<file path="src/rtl/sb_config_loader.sv">
// Serial bitstream deserialiser driving one-hot switch-box config strobes.
// Optional trailing checksum byte when SB_CFG_LOADER_CHECKSUM_EN is defined.
module sb_config_loader #(
  parameter int         NUM_TILES = 16,
  parameter int         WORD_W    = 32,
  parameter logic [7:0] SYNC_BYTE = 8'hA5
) (
  input  logic                 clk,
  input  logic                 reset,
  input  logic                 cfg_bit,
  input  logic                 cfg_valid,
  output logic [WORD_W-1:0]    config_data,
  output logic [NUM_TILES-1:0] config_en,
  output logic                 busy,
  output logic [7:0]           err_count
);

  typedef enum logic [2:0] {
    HUNT, ADDR, DATA, CHECK, ISSUE, DROP
  } state_t;

  localparam logic [5:0] LAST_W = 6'(WORD_W - 1);
  localparam logic [8:0] NT     = 9'(NUM_TILES);

  state_t                state_q, state_d;
  logic [7:0]            win_q, win_d;
  logic [7:0]            addr_q, addr_d;
  logic [WORD_W-1:0]     word_q, word_d;
  logic [5:0]            cnt_q, cnt_d;
  logic [WORD_W-1:0]     data_q, data_d;
  logic [NUM_TILES-1:0]  en_q, en_d;
  logic [7:0]            err_q, err_d;
  logic [NUM_TILES-1:0]  one;
  logic                  in_range;

`ifdef SB_CFG_LOADER_CHECKSUM_EN
  logic [7:0] chk_q, chk_d;
  logic [7:0] sum;

  always_comb begin
    sum = addr_q;
    for (int i = 0; i < WORD_W / 8; i++)
      sum = sum ^ word_q[8*i +: 8];
  end
`endif

  always_ff @(posedge clk or negedge reset) begin
    if (!reset) begin
      state_q <= HUNT;
      win_q   <= '0;
      addr_q  <= '0;
      word_q  <= '0;
      cnt_q   <= '0;
      data_q  <= '0;
      en_q    <= '0;
      err_q   <= '0;
`ifdef SB_CFG_LOADER_CHECKSUM_EN
      chk_q   <= '0;
`endif
    end else begin
      state_q <= state_d;
      win_q   <= win_d;
      addr_q  <= addr_d;
      word_q  <= word_d;
      cnt_q   <= cnt_d;
      data_q  <= data_d;
      en_q    <= en_d;
      err_q   <= err_d;
`ifdef SB_CFG_LOADER_CHECKSUM_EN
      chk_q   <= chk_d;
`endif
    end
  end

  always_comb begin
    state_d = state_q;
    win_d   = win_q;
    addr_d  = addr_q;
    word_d  = word_q;
    cnt_d   = cnt_q;
`ifdef SB_CFG_LOADER_CHECKSUM_EN
    chk_d   = chk_q;
`endif
    unique case (state_q)
      HUNT: if (cfg_valid) begin
        win_d = {win_q[6:0], cfg_bit};
        if ({win_q[6:0], cfg_bit} == SYNC_BYTE) begin
          // Clear the window so busy drops once we return here.
          win_d   = '0;
          cnt_d   = '0;
          state_d = ADDR;
        end
      end
      ADDR: if (cfg_valid) begin
        addr_d = {addr_q[6:0], cfg_bit};
        cnt_d  = cnt_q + 6'd1;
        if (cnt_q == 6'd7) begin
          cnt_d   = '0;
          state_d = DATA;
        end
      end
      DATA: if (cfg_valid) begin
        word_d = {word_q[WORD_W-2:0], cfg_bit};
        cnt_d  = cnt_q + 6'd1;
        if (cnt_q == LAST_W) begin
          cnt_d   = '0;
`ifdef SB_CFG_LOADER_CHECKSUM_EN
          state_d = CHECK;
`else
          state_d = ISSUE;
`endif
        end
      end
`ifdef SB_CFG_LOADER_CHECKSUM_EN
      CHECK: if (cfg_valid) begin
        chk_d = {chk_q[6:0], cfg_bit};
        cnt_d = cnt_q + 6'd1;
        if (cnt_q == 6'd7) begin
          cnt_d   = '0;
          state_d = ({chk_q[6:0], cfg_bit} == sum) ? ISSUE : DROP;
        end
      end
`endif
      ISSUE:   state_d = HUNT;
      DROP:    state_d = HUNT;
      default: state_d = HUNT;
    endcase
  end

  always_comb begin
    one      = '0;
    one[0]   = 1'b1;
    en_d     = '0;
    data_d   = data_q;
    err_d    = err_q;
    in_range = {1'b0, addr_q} < NT;
    if (state_q == ISSUE && in_range) begin
      en_d   = one << addr_q;
      data_d = word_q;
    end
    if (((state_q == ISSUE && !in_range) || state_q == DROP)
        && err_q != 8'hFF)
      err_d = err_q + 8'd1;
  end

  assign config_data = data_q;
  assign config_en   = en_q;
  assign err_count   = err_q;
  assign busy        = (state_q != HUNT) || (win_q[0] == SYNC_BYTE[7]);

endmodule

</file>
<file path="config.mk">
export PLATFORM = sky130hd
export DESIGN_NAME = sb_config_loader
export DESIGN_NICKNAME = d
export VERILOG_FILES = /design/src/rtl/sb_config_loader.sv
export SDC_FILE = /design/constraint.sdc
export NUM_CORES = 1
export LEC_CHECK = 0
export CELL_PAD_IN_SITES_DETAIL_PLACEMENT = 0
export CELL_PAD_IN_SITES_GLOBAL_PLACEMENT = 1
export CORE_ASPECT_RATIO = 0.9
export CORE_MARGIN = 3
export CORE_UTILIZATION = 41
export DETAILED_ROUTE_END_ITERATION = 8
export GPL_ROUTABILITY_DRIVEN = 0
export PLACE_DENSITY = 0.86
export RECOVER_POWER = 100
export SLEW_MARGIN = 20
export SYNTH_ARGS = -nofsm -noshare
export SYNTH_HDL_FRONTEND = slang
export SYNTH_SLANG_ARGS = --single-unit
</file>
<file path="constraint.sdc">
create_clock -name clk -period 2.1 [get_ports clk]
set_clock_uncertainty 0.1 [all_clocks]
set_input_delay 0.42 -clock clk [delete_from_list [all_inputs] [get_ports clk]]
set_output_delay 0.42 -clock clk [all_outputs]
set_load 0.005 [all_outputs]
</file>
* Word level (Yosys, flattened, before mapping)
Index checks and enable logic that the tools add are counted.
Storage, ports and cells: register bits after elaboration 112, bits of input ports 4, word-level logic and storage cells 56, output and inout port bits 57
Cells by class: shift operators 1, order comparisons 1, add/subtract/negate cells 2, reduce and logical (&&, ||, !) cells 14, mux-type cells 16, equality and inequality tests 14
Operators by type and width (number):
- 6-bit 2-to-1 mux | 6
- 3-bit 2-to-1 mux | 6
- 6-bit one-hot mux with 3 select lines | 1
- 16-bit 2-to-1 mux | 1
- 1-bit by 8-bit << shifter with 16-bit output (first input constant) | 1
- 2-bit != test (second input constant) | 6
- 3-bit one-hot mux with 3 select lines | 1
- 8-bit by 1-bit adder with 8-bit output (second input constant) | 1
- 8-bit equality test (second input constant) | 1
- 8-bit by 5-bit < comparator with 1-bit output (second input constant) | 1
- 8-bit != test (second input constant) | 1
- 7-bit 2-to-1 mux | 1
- 6-bit by 1-bit adder with 6-bit output (second input constant) | 1
- 3-bit equality test (second input constant) | 2
- 6-bit by 3-bit equality test with 1-bit output (second input constant) | 1
- 6-bit by 5-bit equality test with 1-bit output (second input constant) | 1
- 2-bit AND reduction | 3
- 6-bit AND reduction | 1
- 3-bit nonzero test | 2
- 5-bit AND reduction | 1
- 3-bit by 1-bit equality test with 1-bit output (second input constant) | 1
- 3-bit by 2-bit equality test with 1-bit output (second input constant) | 1
- 1-bit logical AND | 3
- 3-bit logical NOT | 1
- 2 further kinds | 3

* Depth between registers and ports, before layout
Gate-level depths: netlist of run 1.
depth in word-level cells 5, gate-level depth with buffers 5, gate-level depth less buffers 5

* Least setup slack after synthesis of run 1
OpenSTA, ideal clock, no wires.
path type reg2reg, start point register addr_q[6], end point register data_q[25] (netlist: config_data[25]), arrival 1886 ps, cell stages (with the launch flop) 5, setup time 125 ps, clock period less this slack 2111 ps, data required time 1875 ps, path buffers 1, path slack -11 ps, path through dfrtp_1 > or4_4 > nor4_4 > buf_6 > mux2_4
On the way: longest elaborated chain between the ends 2
RTL lines:
- from (decl) | RTL line 27 | logic [7:0] addr_q, addr_d;
- from (signal assigned) | RTL line 63 | addr_q <= addr_d;
- 8-bit by 5-bit < comparator with 1-bit output | RTL line 136 | in_range = {1'b0, addr_q} < NT;
- 1-bit logical AND | RTL line 137 | if (state_q == ISSUE && in_range) begin
- to (signal assigned) | RTL line 66 | data_q <= data_d;
- to (decl) | RTL line 30 | logic [WORD_W-1:0] data_q, data_d;
No other way between the ends. A chain may end at the register's enable or synchronous reset.

* Worst setup path after layout of run 1
start point register win_q[0], end point register cnt_q[3]
On the way: longest elaborated chain between the ends 3
RTL lines:
- from (decl) | RTL line 26 | logic [7:0] win_q, win_d;
- from (signal assigned) | RTL line 62 | win_q <= win_d;
- 8-bit equality test | RTL line 87 | if ({win_q[6:0], cfg_bit} == SYNC_BYTE) begin
- 2-bit != test (no source line)
- 5-bit AND reduction (no source line)
- to (signal assigned) | RTL line 65 | cnt_q <= cnt_d;
- to (decl) | RTL line 29 | logic [5:0] cnt_q, cnt_d;
No other way between the ends.

==> impl_results.md, run 1 <==
- Status: completed
- Final wirelength: between 8000 and 9000 um
- Worst r2r src: win_q[0]
- Initial Util: roughly 43%
- Pre-Repair DR Iteration Count: 4
- Post-synthesis area per instance: 14.2 um^2
- Distinct cells, synth: 47
- Critical Path Start Type: flip-flop
- Hold endpoint: addr_q[0]
- H-tree depth: 3
- Die area: roughly 12,000 um^2
- Synth area leaders: dfrtp_1, mux2_2, mux2_4
- Core Region: 10,500 um^2
- Worst EP arrival: 2.25 ns
- R2r endpoint: cnt_q[3]
- IO Count: 61
- Achievable Freq: 0.479 GHz
- Synth top area share: 61.7%
- Syn Inst Count: 319
- Register Area: 2800 um^2
- Post-synthesis cell area: around 4500 um^2
- Post-synth EDFFs: 0
- Initial antenna violation count: 0
- Final std cells w/o fill: roughly 530
- Worst-Skew Late Latency: about 0.35 ns
- DR vias/cell: between 5 and 6
- Multi-input combinational cell area: around 1600 um^2
- Gr usage total: 14.0%
- First-pass GRT wire length: around 14,000 um
- Rel. slew slack: 42.1%
- Vias after detailed routing: 2,745
- Share of layout cells above drive strength 1: around 29%
- Yosys top cell by area: dfrtp_1
- Register-to-Register Path Depth: 4
- Peak VDD IR: 0.000469 V
- Post-Place Cells: between 500 and 600
- Vias in the first global route: 2,832
- Worst hold path depth: 3
- Register area share after synthesis: 61.7%
- Die width: 117 um
- Critical Path RT: 2.26 ns
- Largest net degree at the start of global routing: 65
- Final Max Slew Viols: 0
- Final setup viols: 0
- Antenna fix cells: 0
- Clock buffer depth: 2
- Max Cap Viol: 0
- Leak pwr: 2.86 nW
- Antenna Nets Post-Route: 0
- Final Hold Fails: 0
- CTS sink cnt: 112
- Post-Route Utilization: a little over half
- Final period utilization: 99.4%
- Ys async rst share: 100%
- Setup TNS: 0 ns
- Hold Path Class: in2reg
- FF+latch count, synth: about 110
- Die height: about 110 um
- TritonCTS Buffers: 9
- Clock Tree Root: clkbuf_16
- Hold path startpoint: cfg_bit
- Row cnt: 35
- Hpwl dp: about 5400 um
- Yosys warns: 0
- Clock-pin transition on the worst setup and hold timing paths: 0.08 ns
- Drt wl/cell: 15.1 um
- RSZ-0062 raised after global routing: true
- # DRC: 0
- I/O Buffers: 60
- Prevailing post-synth register cell: dfrtp_1
- Fillers: 884
- Crit path kind: reg2reg
- Crit. End Element: flip-flop
- Worst Tran Pin Value: 0.869 ns
- Reg2Reg Setup Slack: around 0.013 ns
- Worst-path fanout max: 6
- # nets final: 406
- Final min period: 2.09 ns
- Pwr dens: 811 nW/um^2
- Area grow syn2layout: 24.2%
- GRT overflow: 0
- Syn Nets: ~330
- CTS tree: yes
- 1st-iter DRT viols: 128
-- metrics by stage --
| step | setup slack (ns) | total power [mW] | hold WS (ns) | area (um^2) |
|---|---|---|---|---|
| after detailed placement | -0.332 | 2.93 | 0.238 | 5410 |
| after global placement | -0.308 | 2.91 | 0.237 | 5410 |
| after CTS | 0.0150 | 4.67 | 0.407 | 5730 |
| after global routing | -0.0413 | 4.80 | 0.399 | 5650 |
| after floorplan | -0.0112 | 2.74 | 0.0244 | 4540 |
| final | 0.0130 | 4.58 | 0.394 | 5650 |
-- logic make-up after synthesis --
logic type	after synthesis	synth area share, %
flip-flops	112	61.7
multiplexers	78	19.8
AND/OR/NAND/NOR	76	10.5
AO/OA/AOI/OAI	32	4.60
buffers and inverters	13	1.65
XOR/XNOR	6	1.16
adder cells (fa/ha/maj)	2	0.551
-- state kept, by name, indices dropped and copies added, names as in the netlist --
| register | flops |
|---|---|
| config_data | 32 |
| config_en | 16 |
| word_q | 32 |
| cnt_q | 6 |
| addr_q | 8 |
| win_q | 7 |
| err_count | 8 |
| state_q | 3 |
-- metal layers --
metal / track usage, % / up-vias / share of wire (%)
li1: - / 1313 / -
met1: 18.8 / 1371 / 46
met2: 22.1 / 53 / 48
met3: 3.62 / 8 / 4.0
met4: 4.18 / 0 / 1.3
met5: 0 / - / 0
-- cell type report --
cell class	count	area share, %
repair buffers	81	13.3
clock buffers	9	3.99
well taps	129	2.86
multi-input cells	194	28.7
clock inverters	7	1.35
flip-flops and latches	112	49.6
inverters	2	0.133
-- report_power, final --
part           leakage, nW  switching [mW]  internal (mW)
combinational         1.17           0.230          0.216
clock                0.149           0.867          0.857
sequential            1.54           0.138           2.27
total                 2.86            1.24           3.35
-- synth_stat cells, types with 3 or more instances --
library cell / number
nand2b_1: 7
nor2b_1: 3
o211ai_1: 3
nor2_1: 23
nor3_1: 4
mux2_4: 6
dfrtp_1: 112
clkbuf_1: 3
mux2_2: 72
nand3_1: 7
nor3_2: 3
buf_2: 3
or3_1: 3
xor2_1: 6
o21ai_0: 13
buf_6: 3
nand2_1: 7
-- worst max-delay path: stages, from the launching register on --
cell and delay, ns:
dfrtp_1 0.41, or4bb_4 0.55, o21ba_4 0.25, or4_1 0.50, o211ai_1 0.19
-- cells in the final DEF, fill, tap and decap left out, types with 2 or more instances in the layout --
| master | netlist | routed |
|---|---|---|
| clkbuf_16 | 0 | 9 |
| o21ai_0 | 13 | 14 |
| mux2_2 | 72 | 72 |
| dfrtp_1 | 112 | 112 |
| mux2_4 | 6 | 6 |
| nor3_1 | 4 | 6 |
| nor2b_1 | 3 | 3 |
| a21oi_1 | 2 | 2 |
| clkbuf_2 | 0 | 3 |
| o2111ai_1 | 2 | 2 |
| nand3_1 | 7 | 8 |
| nor2_1 | 23 | 23 |
| clkinv_4 | 0 | 2 |
| xor2_1 | 6 | 6 |
| inv_1 | 2 | 2 |
| nand2_1 | 7 | 8 |
| clkbuf_1 | 3 | 3 |
| nand4_1 | 2 | 2 |
| ha_1 | 2 | 2 |
| o211ai_1 | 3 | 3 |
| nand3b_1 | 0 | 2 |
| dlygate4sd3_1 | 0 | 58 |
| inv_8 | 0 | 3 |
| o31ai_1 | 2 | 2 |
| or3_1 | 3 | 3 |
| clkbuf_4 | 0 | 4 |
| nand2b_1 | 7 | 7 |
| nor4_1 | 2 | 2 |
| buf_4 | 0 | 10 |
-- how the worst max path moves through the flow --
stage | from | to | slack, ns | depth (start not counted)
final | win_q[0] | cnt_q[3] | 0.01 | 4
after global routing | win_q[0] | cnt_q[3] | -0.04 | 4
after CTS | addr_q[6] | config_data[8] | 0.01 | 4
after detailed placement | cfg_bit | cnt_q[3] | -0.33 | 5
after global placement | cfg_bit | cnt_q[3] | -0.31 | 5
after floorplan | addr_q[6] | config_data[25] | -0.01 | 4
-- what timing repair did --
item	CTS	global route
hold buffers	1	0
endpoints found under the setup margin	1	27
buffers inserted	0	1
gates resized for setup	3	4
pin swaps	1	2
cloned	0	1
hold endpoints to repair	23	0
Power figures use the tool's default switching activity.
==> inputs of run 2 (changes only) <==
Settings changed: CAP_MARGIN set to 0, CORE_UTILIZATION 41 to 35, MAX_ROUTING_LAYER set to met4, PLACE_DENSITY 0.86 to 0.77.
==> impl_results.md, run 2 (synthesis results as in run 1) <==
- Status: completed
- Hpwl dp: 5670 um
- Multi-input combinational cell area: 1660 um^2
- Vias in the first global route: 2,827
- Final wirelength: 8030 um
- Vias after detailed routing: 2,760
- Final setup viols: 0
- Critical Path Start Type: flip-flop
- GRT overflow: 0
- Clock Tree Root: clkbuf_16
- H-tree depth: 3
- TritonCTS Buffers: 9
- CTS sink cnt: between 100 and 150
- Highest-count cells in the layout ignoring fill and taps: dfrtp_1, mux2_2, dlygate4sd3_1, nor2_1, o21ai_0
- Final Max Slew Viols: 0
- Hold Path Class: in2reg
- # DRC: 0
- Fillers: 1,113
- Peak VDD IR: 0.000362 V
- Commonest non-fill, non-tap cell in the layout: dfrtp_1
- Worst EP arrival: roughly 2.2 ns
- Max Cap Viol: 0
- Critical Path RT: 2.24 ns
- Worst-path fanout max: 36
- Dpl cell area: 5500 um^2
- Rel. slew slack: 36.2%
- Drt wl/cell: 14.2 um
- Clock buffer depth: 2
- Final Hold Fails: 0
- Achievable Freq: 0.486 GHz
- Largest net degree at the start of global routing: 39
- Crit path kind: reg2reg
- Share of layout cells above drive strength 1: 29.6%
- Final min period: around 2.1 ns
- Setup TNS: 0 ns
- Initial Util: 36.8%
- DR vias/cell: 4.88
- Gr usage total: 12.6%
- Core Region: 12,400 um^2
- CTS tree: yes
- First-pass GRT wire length: 14,100 um
- Antenna Nets Post-Route: 0
- Final period utilization: 98.0%
- Worst Tran Pin Value: 0.956 ns
- Die width: about 130 um
- Area grow syn2layout: 26.5%
- Die area: 14,400 um^2
- Clock-pin transition on the worst setup and hold timing paths: 0.07 ns
- Row cnt: 38
- Pre-Repair DR Iteration Count: 4
- 1st-iter DRT viols: 105
- # nets final: ~410
- Crit. End Element: flip-flop
- Antenna fix cells: 0
- Leak pwr: 2.93 nW
- Worst-Skew Late Latency: 0.35 ns
- Pwr dens: 808 nW/um^2
- Die height: 114 um
- Initial antenna violation count: 0
- Final instance area: 5750 um^2
- IO Count: 61
- Register Area: 2800 um^2
- I/O Buffers: 60
- RSZ-0062 raised after global routing: true
[run 2: changes by cell type in the layout (fill, tap and decap cells not counted), moves of 2 or more]
cell and delta:
clkinvlp_4 +2, inv_8 -2, buf_4 -2, nand3b_4 +2
nand3b_1 -2, clkbuf_1 +3, buf_12 +2
[run 2: where the power goes]
group / switching (mW) / leakage [nW] / total [mW] / internal, mW
clock network: 0.781 / 0.144 / 1.75 / 0.969
logic: 0.235 / 1.25 / 0.472 / 0.237
registers: 0.147 / 1.54 / 2.42 / 2.27
[run 2: through the flow]
| step | setup WS (ns) | utilization [%] | hold WS, ns | total power [mW] | instances |
|---|---|---|---|---|---|
| final | 0.0429 | 46.5 | 0.388 | 4.64 | 566 |
| after CTS | 0.0391 | 47.1 | 0.405 | 4.73 | 566 |
| after detailed placement | -0.339 | 44.5 | 0.340 | 2.94 | 548 |
| after global placement | -0.320 | 44.5 | 0.333 | 2.92 | 548 |
| after floorplan | -0.0112 | - | 0.0244 | 2.74 | 319 |
| after global routing | -0.00478 | 46.5 | 0.407 | 4.90 | 566 |
[run 2: path summary, 6_finish.rpt]
| path | from | endpoint | slack, ns | cells past startpoint |
|---|---|---|---|---|
| min in group asynchronous | reset | config_en[6] | 0.65 | 2 |
| worst min register to register | err_count[7] | err_count[7] | 0.40 | 1 |
| max in group asynchronous | reset | word_q[14] | 0.27 | 3 |
| worst max-delay path | addr_q[6] | config_data[7] | 0.04 | 4 |
| worst min-delay path | cfg_bit | addr_q[0] | 0.39 | 3 |
| worst max register to register | addr_q[6] | config_data[7] | 0.04 | 4 |
[run 2: routing by layer]
layer / global-route usage, % / vias up / wire length (um)
met5: - / - / 0
met3: 4.15 / 7 / 328
met4: 4.07 / 0 / 82
li1: - / 1306 / -
met2: 19.3 / 56 / 3920
met1: 15.8 / 1391 / 3710
[run 2: timing repair]
item,in CTS,in global routing
endpoints found under the setup margin,1,6
buffers inserted,1,0
cloned,0,0
resized for setup,3,3
endpoints found under the hold margin,34,0
pin swaps,1,0
hold buffers,1,0
[run 2: layout make-up]
type / count / share of cell area [%]
inverter: 2 / 0.131
timing repair buffer: 82 / 13.3
clock buffer: 11 / 4.22
clock inverter: 5 / 1.13
sequential: 112 / 48.7
multi-input combinational: 194 / 28.9
tap: 160 / 3.48
[run 2: worst max-delay path, cell delays in order, from the launching register on]
cell,delay [ns]
dfrtp_1,0.40
or4_4,0.56
nor4_4,0.20
buf_12,0.28
mux2_2,0.37
